[config.mk]
export PLATFORM = sky130hd
export DESIGN_NAME = lut_config_loader
export DESIGN_NICKNAME = d
export VERILOG_FILES = /design/src/rtl/lut_config_loader.sv
export SDC_FILE = /design/constraint.sdc
export NUM_CORES = 1
export LEC_CHECK = 0
export BUFFER_PORTS_ARGS = -buffer_cell sky130_fd_sc_hd__buf_2
export CORE_AREA = 4 4 79 81
export CTS_BUF_LIST = sky130_fd_sc_hd__clkbuf_8
export DETAILED_ROUTE_END_ITERATION = 10
export DIE_AREA = 0 0 83 85
export MAX_ROUTING_LAYER = met4
export PLACE_DENSITY = 0.48
export SLEW_MARGIN = 20
export SYNTH_ARGS = -nofsm -noshare
export SYNTH_HDL_FRONTEND = slang
export SYNTH_SLANG_ARGS = --single-unit
export TNS_END_PERCENT = 5
[constraint.sdc]
create_clock -name cclk -period 1.8 [get_ports cclk]
set_input_delay 0.36 -clock cclk [delete_from_list [all_inputs] [get_ports cclk]]
set_output_delay 0.36 -clock cclk [all_outputs]
set_load 0.05 [all_outputs]
[src/rtl/lut_config_loader.sv]
// Configuration-side feeder for the memory LUT.
// Collects a framed stream of cfg words into one image and commits it to the LUT with a single cen pulse.
module lut_config_loader #(
    parameter int unsigned INPUTS       = 4,
    parameter int unsigned MEM_SIZE     = 2 ** INPUTS,
    parameter int unsigned CONFIG_WIDTH = 4
) (
    input  logic                    cclk,
    input  logic                    rst_n,
    input  logic                    start,
    input  logic [CONFIG_WIDTH-1:0] cfg_data,
    input  logic                    cfg_valid,
    output logic                    cfg_ready,
    output logic [MEM_SIZE-1:0]     config_out,
    output logic                    cen,
    output logic                    busy,
    output logic                    done
);

    localparam int unsigned WORDS = MEM_SIZE / CONFIG_WIDTH;
    localparam int unsigned CNT_W = (WORDS > 1) ? $clog2(WORDS) : 1;
    localparam logic [CNT_W-1:0] LAST_WORD = CNT_W'(WORDS - 1);

    // Reject parameter sets that cannot form a whole number of words.
    if (INPUTS == 0 || CONFIG_WIDTH == 0 || (MEM_SIZE % CONFIG_WIDTH) != 0 || WORDS == 0) begin : g_param_check
        $error("lut_config_loader: MEM_SIZE must be a non-zero multiple of CONFIG_WIDTH");
    end

    typedef enum logic [1:0] {
        S_IDLE   = 2'd0,
        S_LOAD   = 2'd1,
        S_COMMIT = 2'd2,
        S_DONE   = 2'd3
    } state_e;

    state_e                state_q, state_d;
    logic [CNT_W-1:0]      cnt_q, cnt_d;
    logic [MEM_SIZE-1:0]   image_q, image_d;
    logic                  ready_q, ready_d;
    logic                  cen_q, cen_d;
    logic                  busy_q, busy_d;
    logic                  done_q, done_d;
    logic                  xfer_c;
    int unsigned           base_c;

    // State and registered outputs.
    always_ff @(posedge cclk) begin
        if (!rst_n) begin
            state_q <= S_IDLE;
            cnt_q   <= '0;
            image_q <= '0;
            ready_q <= 1'b0;
            cen_q   <= 1'b0;
            busy_q  <= 1'b0;
            done_q  <= 1'b0;
        end else begin
            state_q <= state_d;
            cnt_q   <= cnt_d;
            image_q <= image_d;
            ready_q <= ready_d;
            cen_q   <= cen_d;
            busy_q  <= busy_d;
            done_q  <= done_d;
        end
    end

    // Next state; outputs are decoded from the next state so they register alongside it.
    always_comb begin
        state_d = state_q;
        cnt_d   = cnt_q;
        image_d = image_q;
        done_d  = done_q;
        xfer_c  = cfg_valid && ready_q;
        base_c  = 32'(cnt_q) * CONFIG_WIDTH;

        case (state_q)
            S_IDLE, S_DONE: begin
                if (start) begin
                    state_d = S_LOAD;
                    cnt_d   = '0;
                    done_d  = 1'b0;
                end
            end
            S_LOAD: begin
                if (xfer_c) begin
                    image_d[base_c +: CONFIG_WIDTH] = cfg_data;
                    if (cnt_q == LAST_WORD) begin
                        state_d = S_COMMIT;
                        cnt_d   = '0;
                    end else begin
                        cnt_d = cnt_q + CNT_W'(1);
                    end
                end
            end
            S_COMMIT: begin
                state_d = S_DONE;
                done_d  = 1'b1;
            end
            default: begin
                state_d = S_IDLE;
            end
        endcase

        ready_d = (state_d == S_LOAD);
        cen_d   = (state_d == S_COMMIT);
        busy_d  = (state_d == S_LOAD) || (state_d == S_COMMIT);
    end

    assign cfg_ready  = ready_q;
    assign config_out = image_q;
    assign cen        = cen_q;
    assign busy       = busy_q;
    assign done       = done_q;

endmodule

==> out/results.ini, run 1 <==
[synthesis]
avgSynthCellArea_um2=9.31
synth.most_common_cell=dfxtp_1
synth_common_cells=24 x dfxtp_1, 21 x nand2_1, 12 x nand4_1
yosys-top-cells-area=dfxtp_1 39%, ha_1 9.1%, nand2_1 6.4%
synth-main-ff-cell=dfxtp_1
synth-seq-cells=24
synthMuxAreaShare_pct=2.42
synth_compound_area_share_pct=15.8
synthArstFlopShare_pct=0
yosys.area_share.simple_pct=28.8
synthAdderAreaFrac_pct=9.09
syn_area_mm2=0.00124
synth_edf_count=0
syn_inst=133
synth_top_family_by_area=simple AND/OR/NAND/NOR gates
synth.distinct_cells=33
synth_xor_area_share_pct=0
synth_warnings=0
synth_seq_area_share_pct=38.8
synth_top_cell_by_area=dfxtp_1
synth_nets=150
synth_top_area_share_pct=38.8

[finish]
instances_no_fill=235
drive_gt1_share_pct=30.1
final_nets=181
antennaDiodeCount=0
multi_input_area_um2=694
num-fill-cells=611
seqCellArea_um2=480
syn_to_final_growth_pct=23.6

[global_route]
met2_usage_pct=12.8
use_met1_pct=10.7
grt_pass1_vias=980
track_usage_pct=8.55
grt.busiest_layer=met2
grt_overflow=0
grt_max_degree=27
grt_pass1_wl_um=4800
grtUsageMet3_pct=3.40
antenna_found_initial=0

[critical_path]
crit_fanout=7
slowest_delay_ns=0.42
worst_setup_path_end_kind=flop
required_ns=2.00
critPathKind=reg2reg
cp_top_family=adder cells
cp_common_cell=ha_1
start_kind=flop
path_cells=inv_1 > ha_1 > nor3_1 > a221oi_2 > ha_1 > nor2b_1
crit_slowest_cell=ha_1
crit_buf_inv=1
crit_arrival_ns=1.83

[clock_tree]
clkLatencyLatePin_ns=0.27
cts_root_buffer=clkbuf_8
cts_buffers=3
cts_resized=0
cts_setup_buffers=0
clock-sinks=24
cts_hold_buffers=0
cts_tree=built
cts_buffer_depth=2
clk_pin_slew_ns=0.10
cts_max_level=1

[die]
start_util_pct=22.6
rows=27
die_w_um=83
die-area_mm2=0.00706
die_y_um=85
pin_count=28
core_area_mm2=0.00547

[sta]
fin_crit_sh_pct=90.7
rsz0062_at_grt=no
worst_pin_slew_ns=0.391
hold_viol_final=0
skew_ns=0.0150
relSlewSlack_pct=73.9
setup_viol=0
max_freq_mhz=613
tns_ns=0
min_period_ns=1.63
slew_viol_final=0

[power]
leakage_nw=0.623
cellPowerDensity_mw_per_mm2=779
irDropWorstVdd_mv=0.247
power_mw=1.19

[detailed_routing]
vias=1018
route.detailed.drc=0
post_drt_wl_per_cell_um=12.1
drt.antenna.violating_nets=0
first_pass_iters=4
drtIter0Drc=39
drt_wl_total_um=2850
vias_per_cell=4.33

[flow_run]
cap_violations=0

[placed_design]
io_buffers=27
post-place-cells=231
routabilityCongestion=0.768
hpwlAfterDp_um=2130

[status]
outcome=finished clean

[hold_path]
hold_path.class=in2reg

## cell type report
| cell class | instances | share of cell area [%] |
|---|---|---|
| multi-input cells | 97 | 45.3 |
| flip-flops and latches | 24 | 31.4 |
| clock inverters | 1 | 1.96 |
| well taps | 72 | 5.88 |
| repair buffers | 32 | 11.3 |
| clock buffers | 3 | 2.70 |
| inverters | 6 | 1.47 |
## per-layer routing
metal	vias up	wire length (µm)	part of all wire, %
met1	467	1480	52
met2	16	1210	42
met4	0	18	0.63
met3	2	139	4.9
met5	-	0	0
li1	533	-	-
## power by group
group,internal [mW],switching (mW),leakage (nW)
logic,0.0617,0.107,0.394
clock network,0.297,0.179,0.0357
registers,0.541,0.00734,0.194
total,0.900,0.293,0.623
## registers in the layout, indices dropped and copies added, names as in the netlist
register	flops
cnt_q	2
done	1
config_out	16
cfg_ready	1
cen	1
busy	1
state_q	2
## tightest hold or removal path: stages
cell      delay, ns
buf_2          0.13
nand3_1        0.07
a21boi_1       0.05
## cells in the final DEF (no fill, tap or decap), drive strengths merged, types with 3 or more instances in the layout
| cell | instances |
|---|---|
| a21boi | 16 |
| and2 | 3 |
| and4 | 4 |
| buf | 32 |
| clkbuf | 3 |
| dfxtp | 24 |
| ha | 9 |
| inv | 6 |
| mux2i | 3 |
| nand2 | 21 |
| nand3 | 10 |
| nand4 | 12 |
| nor2 | 3 |
## final timing paths
check	start	slack [ns]	endpoint	cells past startpoint
max reg2reg	state_q[0]	0.17	busy	6
min	cfg_data[0]	0.38	config_out[0]	3
min reg2reg	config_out[0]	0.45	config_out[0]	2
max	state_q[0]	0.17	busy	6
## per-stage QoR
| step | cell area, µm² | hold slack, ns | util, % | worst slack [ns] |
|---|---|---|---|---|
| 5_1_grt | 1530 | 0.377 | 28.0 | 0.0245 |
| 6_report | 1530 | 0.383 | 28.0 | 0.168 |
| 3_3_place_gp | 1460 | 0.440 | 26.7 | 0.227 |
| 4_1_cts | 1530 | 0.374 | 28.0 | 0.171 |
| 3_5_place_dp | 1460 | 0.444 | 26.7 | 0.195 |
| 2_1_floorplan | 1240 | 0.483 | - | 0.213 |
## cell families (layout without fill, tap and decap cells)
group / count (synthesis) / after routing
AND/OR/NAND/NOR: 62 / 62
adder cells (fa/ha/maj): 9 / 9
multiplexers: 3 / 3
AO/OA/AOI/OAI: 23 / 23
buffers and inverters: 12 / 42
flip-flops: 24 / 24
No activity file was read; power rests on OpenSTA's default activity.
==> inputs of run 2 (changes only) <==
CELL_PAD_IN_SITES_DETAIL_PLACEMENT = 0   (was not set)
CELL_PAD_IN_SITES_GLOBAL_PLACEMENT = 1   (was not set)
PLACE_DENSITY = 0.57   (was 0.48)
==> out/results.ini, run 2 (synthesis gave the netlist of run 1 again) <==
[placed_design]
hpwlAfterDp_um=2170  ; +2.0%
routabilityCongestion=0.786  ; +2.3%
postPlaceCellArea_mm2=0.00145  ; -1.0%
place_ws_ns=0.131  ; -0.0644 ns
io_buffers=27  ; unchanged
post-place-cells=229  ; -0.87%

[critical_path]
crit_fanout=7  ; unchanged
cp_top_family=adder cells
start_kind=flop
path_cells=inv_1 > ha_1 > o21ai_0 > o221ai_2 > inv_1 > ha_1 > nor2b_1
crit_arrival_ns=1.83  ; about the same
slowest_delay_ns=0.42  ; about the same
required_ns=2.01  ; about the same
critPathKind=reg2reg
worst_setup_path_end_kind=flop
crit_slowest_cell=ha_1
crit_buf_inv=2  ; +1

[sta]
max_freq_mhz=618  ; +0.88%
relSlewSlack_pct=74.3  ; +0.40 points
worst_pin_slew_ns=0.385  ; -0.00596 ns
min_period_ns=1.62  ; -0.0142 ns
rsz0062_at_grt=no
tns_ns=0  ; unchanged
slew_viol_final=0  ; unchanged
setup_viol=0  ; unchanged
hold_slack_ns=0.390  ; +0.00755 ns
fin_crit_sh_pct=89.9  ; -0.79 points
setup_slack_ns=0.182  ; +0.0142 ns
hold_viol_final=0  ; unchanged
skew_ns=0.00797  ; -0.00699 ns

[finish]
mostFrequentLayoutCells=27 x buf_2, 23 x dfxtp_1, 21 x nand2_1
drive_gt1_share_pct=29.8  ; -0.25 points
syn_to_final_growth_pct=22.5
antennaDiodeCount=0  ; unchanged
final_nets=179  ; -1.1%
postLayoutCellArea_mm2=0.00152  ; -0.90%
final_common_cell=buf_2
largest_reg_flops=16  ; unchanged
instances_no_fill=233  ; -0.85%
final_util_pct=27.7  ; -0.25 points

[die]
die_y_um=85  ; unchanged
core_area_mm2=0.00547  ; unchanged
rows=27  ; unchanged
die-area_mm2=0.00706  ; unchanged
start_util_pct=22.6  ; unchanged
pin_count=28  ; unchanged
die_w_um=83  ; unchanged

[clock_tree]
cts_root_buffer=clkbuf_8
clock-sinks=24  ; unchanged
clk_pin_slew_ns=0.10  ; about the same
clkLatencyLatePin_ns=0.28  ; about the same
cts_max_level=1  ; unchanged
cts_tree=built
cts_buffer_depth=2  ; unchanged
cts_buffers=3  ; unchanged

[power]
leakage_nw=0.614  ; -1.6%
irDropWorstVdd_mv=0.259  ; +5.2%
cellPowerDensity_mw_per_mm2=790  ; +1.4%
power_mw=1.20  ; +0.50%

[detailed_routing]
first_pass_iters=4  ; unchanged
drtIter0Drc=74  ; +90%
drt.antenna.violating_nets=0  ; unchanged
vias_per_cell=4.42  ; +1.9%
vias=1029  ; +1.1%
drt_wl_total_um=2860  ; +0.56%
route.detailed.drc=0  ; unchanged
post_drt_wl_per_cell_um=12.3  ; +1.4%

[flow_run]
cap_violations=0  ; unchanged

[global_route]
track_usage_pct=8.79  ; +0.24 points
grt_pass1_wl_um=4940  ; +3.0%
met2_usage_pct=14.1  ; +1.3 points
antenna_found_initial=0  ; unchanged
grt.busiest_layer=met2
grtUsageMet3_pct=3.11  ; -0.29 points
use_met1_pct=10.5  ; -0.20 points
grt_overflow=0  ; unchanged
grt_max_degree=27  ; unchanged
grt_pass1_vias=1026  ; +4.7%

[status]
outcome=finished clean

[hold_path]
hold_path.class=in2reg

run 2: layout make-up:
class,instances,area (µm²)
Clock inverter,1,30.0
Sequential cell,24,482
Clock buffer,3,41.3
Multi-Input combinational cell,97,694
Timing Repair Buffer,30,158
Fill cell,614,3960
Tap cell,72,90.1
Inverter,6,22.5
run 2: path summary, 6_finish.rpt:
path	startpoint	to	slack [ns]	depth (start not counted)
worst max-delay path	state_q[0]	busy	0.18	7
worst min-delay path	cfg_data[3]	config_out[3]	0.39	3
worst max register to register	state_q[0]	busy	0.18	7
worst min register to register	config_out[2]	config_out[2]	0.45	2
run 2: worst min-delay path, delay by kind of cell:
kind                   cells  cell delay, ns
AND/OR/NAND/NOR            1            0.07
buffers and inverters      1            0.13
AO/OA/AOI/OAI              1            0.06
run 2: routing by layer:
layer  share of wire, %  wire (µm)
met5                  0          0
met1                 51       1460
met4                1.5         43
met2                 43       1230
met3                4.8        136
run 2: where the power goes:
group / switching (mW) / internal (mW)
registers: 0.0104 / 0.541
clock network: 0.192 / 0.298
logic: 0.101 / 0.0559
run 2: timing repair:
item,4_1_cts,5_1_grt
setup buffers,0,0
hold buffers,0,0
endpoints found under the setup margin,0,3
resized for setup,0,1
hold endpoints to repair,0,0
==> inputs of run 3 (changes only) <==
CORE_AREA = 4 4 109 59   (was 4 4 79 81)
DIE_AREA = 0 0 113 63   (was 0 0 83 85)
GPL_ROUTABILITY_DRIVEN = 0   (was not set)
==> out/results.ini, run 3 (synthesis gave the netlist of run 1 again) <==
[power]
cellPowerDensity_mw_per_mm2=687  ; -13%
irDropWorstVdd_mv=0.234  ; -9.8%
leakage_nw=0.604  ; -1.5%

[global_route]
antenna_found_initial=0  ; unchanged
grt_overflow=0  ; unchanged
track_usage_pct=8.77  ; -0.025 points
grt_max_degree=27  ; unchanged
grt_pass1_vias=1028  ; +0.19%
grt_pass1_wl_um=4990  ; +0.97%

[critical_path]
path_cells=inv_1 > ha_1 > o21ai_0 > o221ai_2 > inv_1 > ha_1 > nor2b_1
required_ns=2.01  ; about the same
slowest_delay_ns=0.43  ; about the same
start_kind=flop
crit_slowest_cell=ha_1
r2r-start=state_q[0]
critPathKind=reg2reg
reg2reg_depth=7  ; unchanged
crit_arrival_ns=1.82  ; about the same
r2r-end=busy
ff2ff_setup_slack_ns=0.18  ; about the same
worst_setup_path_end_kind=flop
crit_fanout=7  ; unchanged

[detailed_routing]
vias=1013  ; -1.6%
drt.antenna.violating_nets=0  ; unchanged
drtIter0Drc=28  ; -62%
first_pass_iters=4  ; unchanged
post_drt_wl_per_cell_um=11.9  ; -2.9%
vias_per_cell=4.33  ; -2.0%
route.detailed.drc=0  ; unchanged
drt_wl_total_um=2790  ; -2.5%

[sta]
fin_crit_sh_pct=89.8  ; -0.13 points
slew_viol_final=0  ; unchanged
worst_pin_slew_ns=0.388  ; +0.00239 ns
setup_viol=0  ; unchanged
min_period_ns=1.62  ; -0.00238 ns
rsz0062_at_grt=no
relSlewSlack_pct=74.2  ; -0.16 points
tns_ns=0  ; unchanged
skew_ns=0.00526  ; -0.00271 ns
hold_slack_ns=0.401  ; +0.0114 ns
hold_viol_final=0  ; unchanged
max_freq_mhz=619  ; +0.15%

[finish]
mostFrequentLayoutCells=27 x buf_2, 24 x dfxtp_1, 21 x nand2_1
antennaDiodeCount=0  ; unchanged
final_common_cell=buf_2
multi_input_area_um2=694  ; unchanged
drive_gt1_share_pct=29.2  ; -0.62 points
num-fill-cells=587  ; -4.4%
largest_reg_flops=16  ; unchanged
syn_to_final_growth_pct=20.7
instances_no_fill=234  ; +0.43%
final_nets=180  ; +0.56%
seqCellArea_um2=480  ; -0.26%

[hold_path]
hold_path.class=in2reg
hold_end=config_out[2]
hold_depth=3  ; unchanged
hp-start=cfg_data[2]

[die]
die-area_mm2=0.00712  ; +0.91%
core_area_mm2=0.00540  ; -1.4%
die_y_um=63  ; -26%
start_util_pct=23.0  ; +0.32 points
rows=19  ; -30%
die_w_um=113  ; +36%
pin_count=28  ; unchanged

[placed_design]
io_buffers=27  ; unchanged
hpwlAfterDp_um=2090  ; -3.8%
post-place-cells=231  ; +0.87%

[clock_tree]
cts_buffer_depth=2  ; unchanged
clkLatencyLatePin_ns=0.26  ; -0.02 ns
clk_pin_slew_ns=0.08  ; -0.02 ns
cts_buffers=3  ; unchanged
clock-sinks=24  ; unchanged
cts_resized=0  ; unchanged
cts_tree=built
cts_max_level=1  ; unchanged
cts_setup_buffers=0  ; unchanged
cts_root_buffer=clkbuf_8
cts_hold_buffers=0  ; unchanged

[flow_run]
cap_violations=0  ; unchanged

[status]
outcome=finished clean

[run 3: worst max path at each step]
stage	start	end	slack, ns	cells past startpoint
2_1_floorplan	cnt_q[0]	config_out[12]	0.21	6
3_3_place_gp	state_q[0]	busy	0.25	7
3_5_place_dp	state_q[0]	busy	0.18	7
4_1_cts	state_q[0]	busy	0.16	7
5_1_grt	state_q[0]	busy	0.02	7
6_report	state_q[0]	busy	0.18	7
[run 3: metrics by stage]
| step | worst slack [ns] | area, µm² | power [mW] | util [%] |
|---|---|---|---|---|
| final | 0.184 | 1500 | 1.03 | 27.7 |
| after global routing | 0.0224 | 1500 | 1.09 | 27.7 |
| after CTS | 0.165 | 1500 | 1.05 | 27.7 |
| after detailed placement | 0.185 | 1450 | 0.725 | 26.9 |
| after global placement | 0.250 | 1450 | 0.722 | 26.9 |
| after floorplan | 0.213 | 1240 | 0.681 | - |
[run 3: per-layer routing]
layer | routed length [µm] | up-vias | global-route usage, % | part of all wire, %
li1 | - | 528 | - | -
met1 | 1390 | 473 | 11.0 | 50
met3 | 60 | 2 | 2.22 | 2.1
met4 | 27 | 0 | 2.25 | 0.97
met2 | 1310 | 10 | 14.2 | 47
met5 | 0 | - | - | 0
[run 3: where the power goes]
| group | leakage [nW] | switching [mW] | internal (mW) |
|---|---|---|---|
| Clock | 0.0216 | 0.165 | 0.150 |
| Sequential | 0.194 | 0.00698 | 0.541 |
| Combinational | 0.389 | 0.106 | 0.0578 |
| Total | 0.604 | 0.278 | 0.748 |
[run 3: worst max-delay path, delay by kind of cell, from the launching register on]
kind / cells / cell delay (ns)
and+or+nand+nor: 1 / 0.10
AOI/OAI and AO/OA: 2 / 0.26
DFF: 1 / 0.37
buffers and inverters: 2 / 0.12
adders and majority gates: 2 / 0.71
[run 3: layout make-up]
| type | count | area share, % |
|---|---|---|
| Multi-Input combinational cell | 97 | 46.4 |
| Sequential cell | 24 | 32.1 |
| Timing Repair Buffer | 31 | 11.0 |
| Tap cell | 73 | 6.11 |
| Clock buffer | 3 | 2.76 |
| Inverter | 6 | 1.51 |
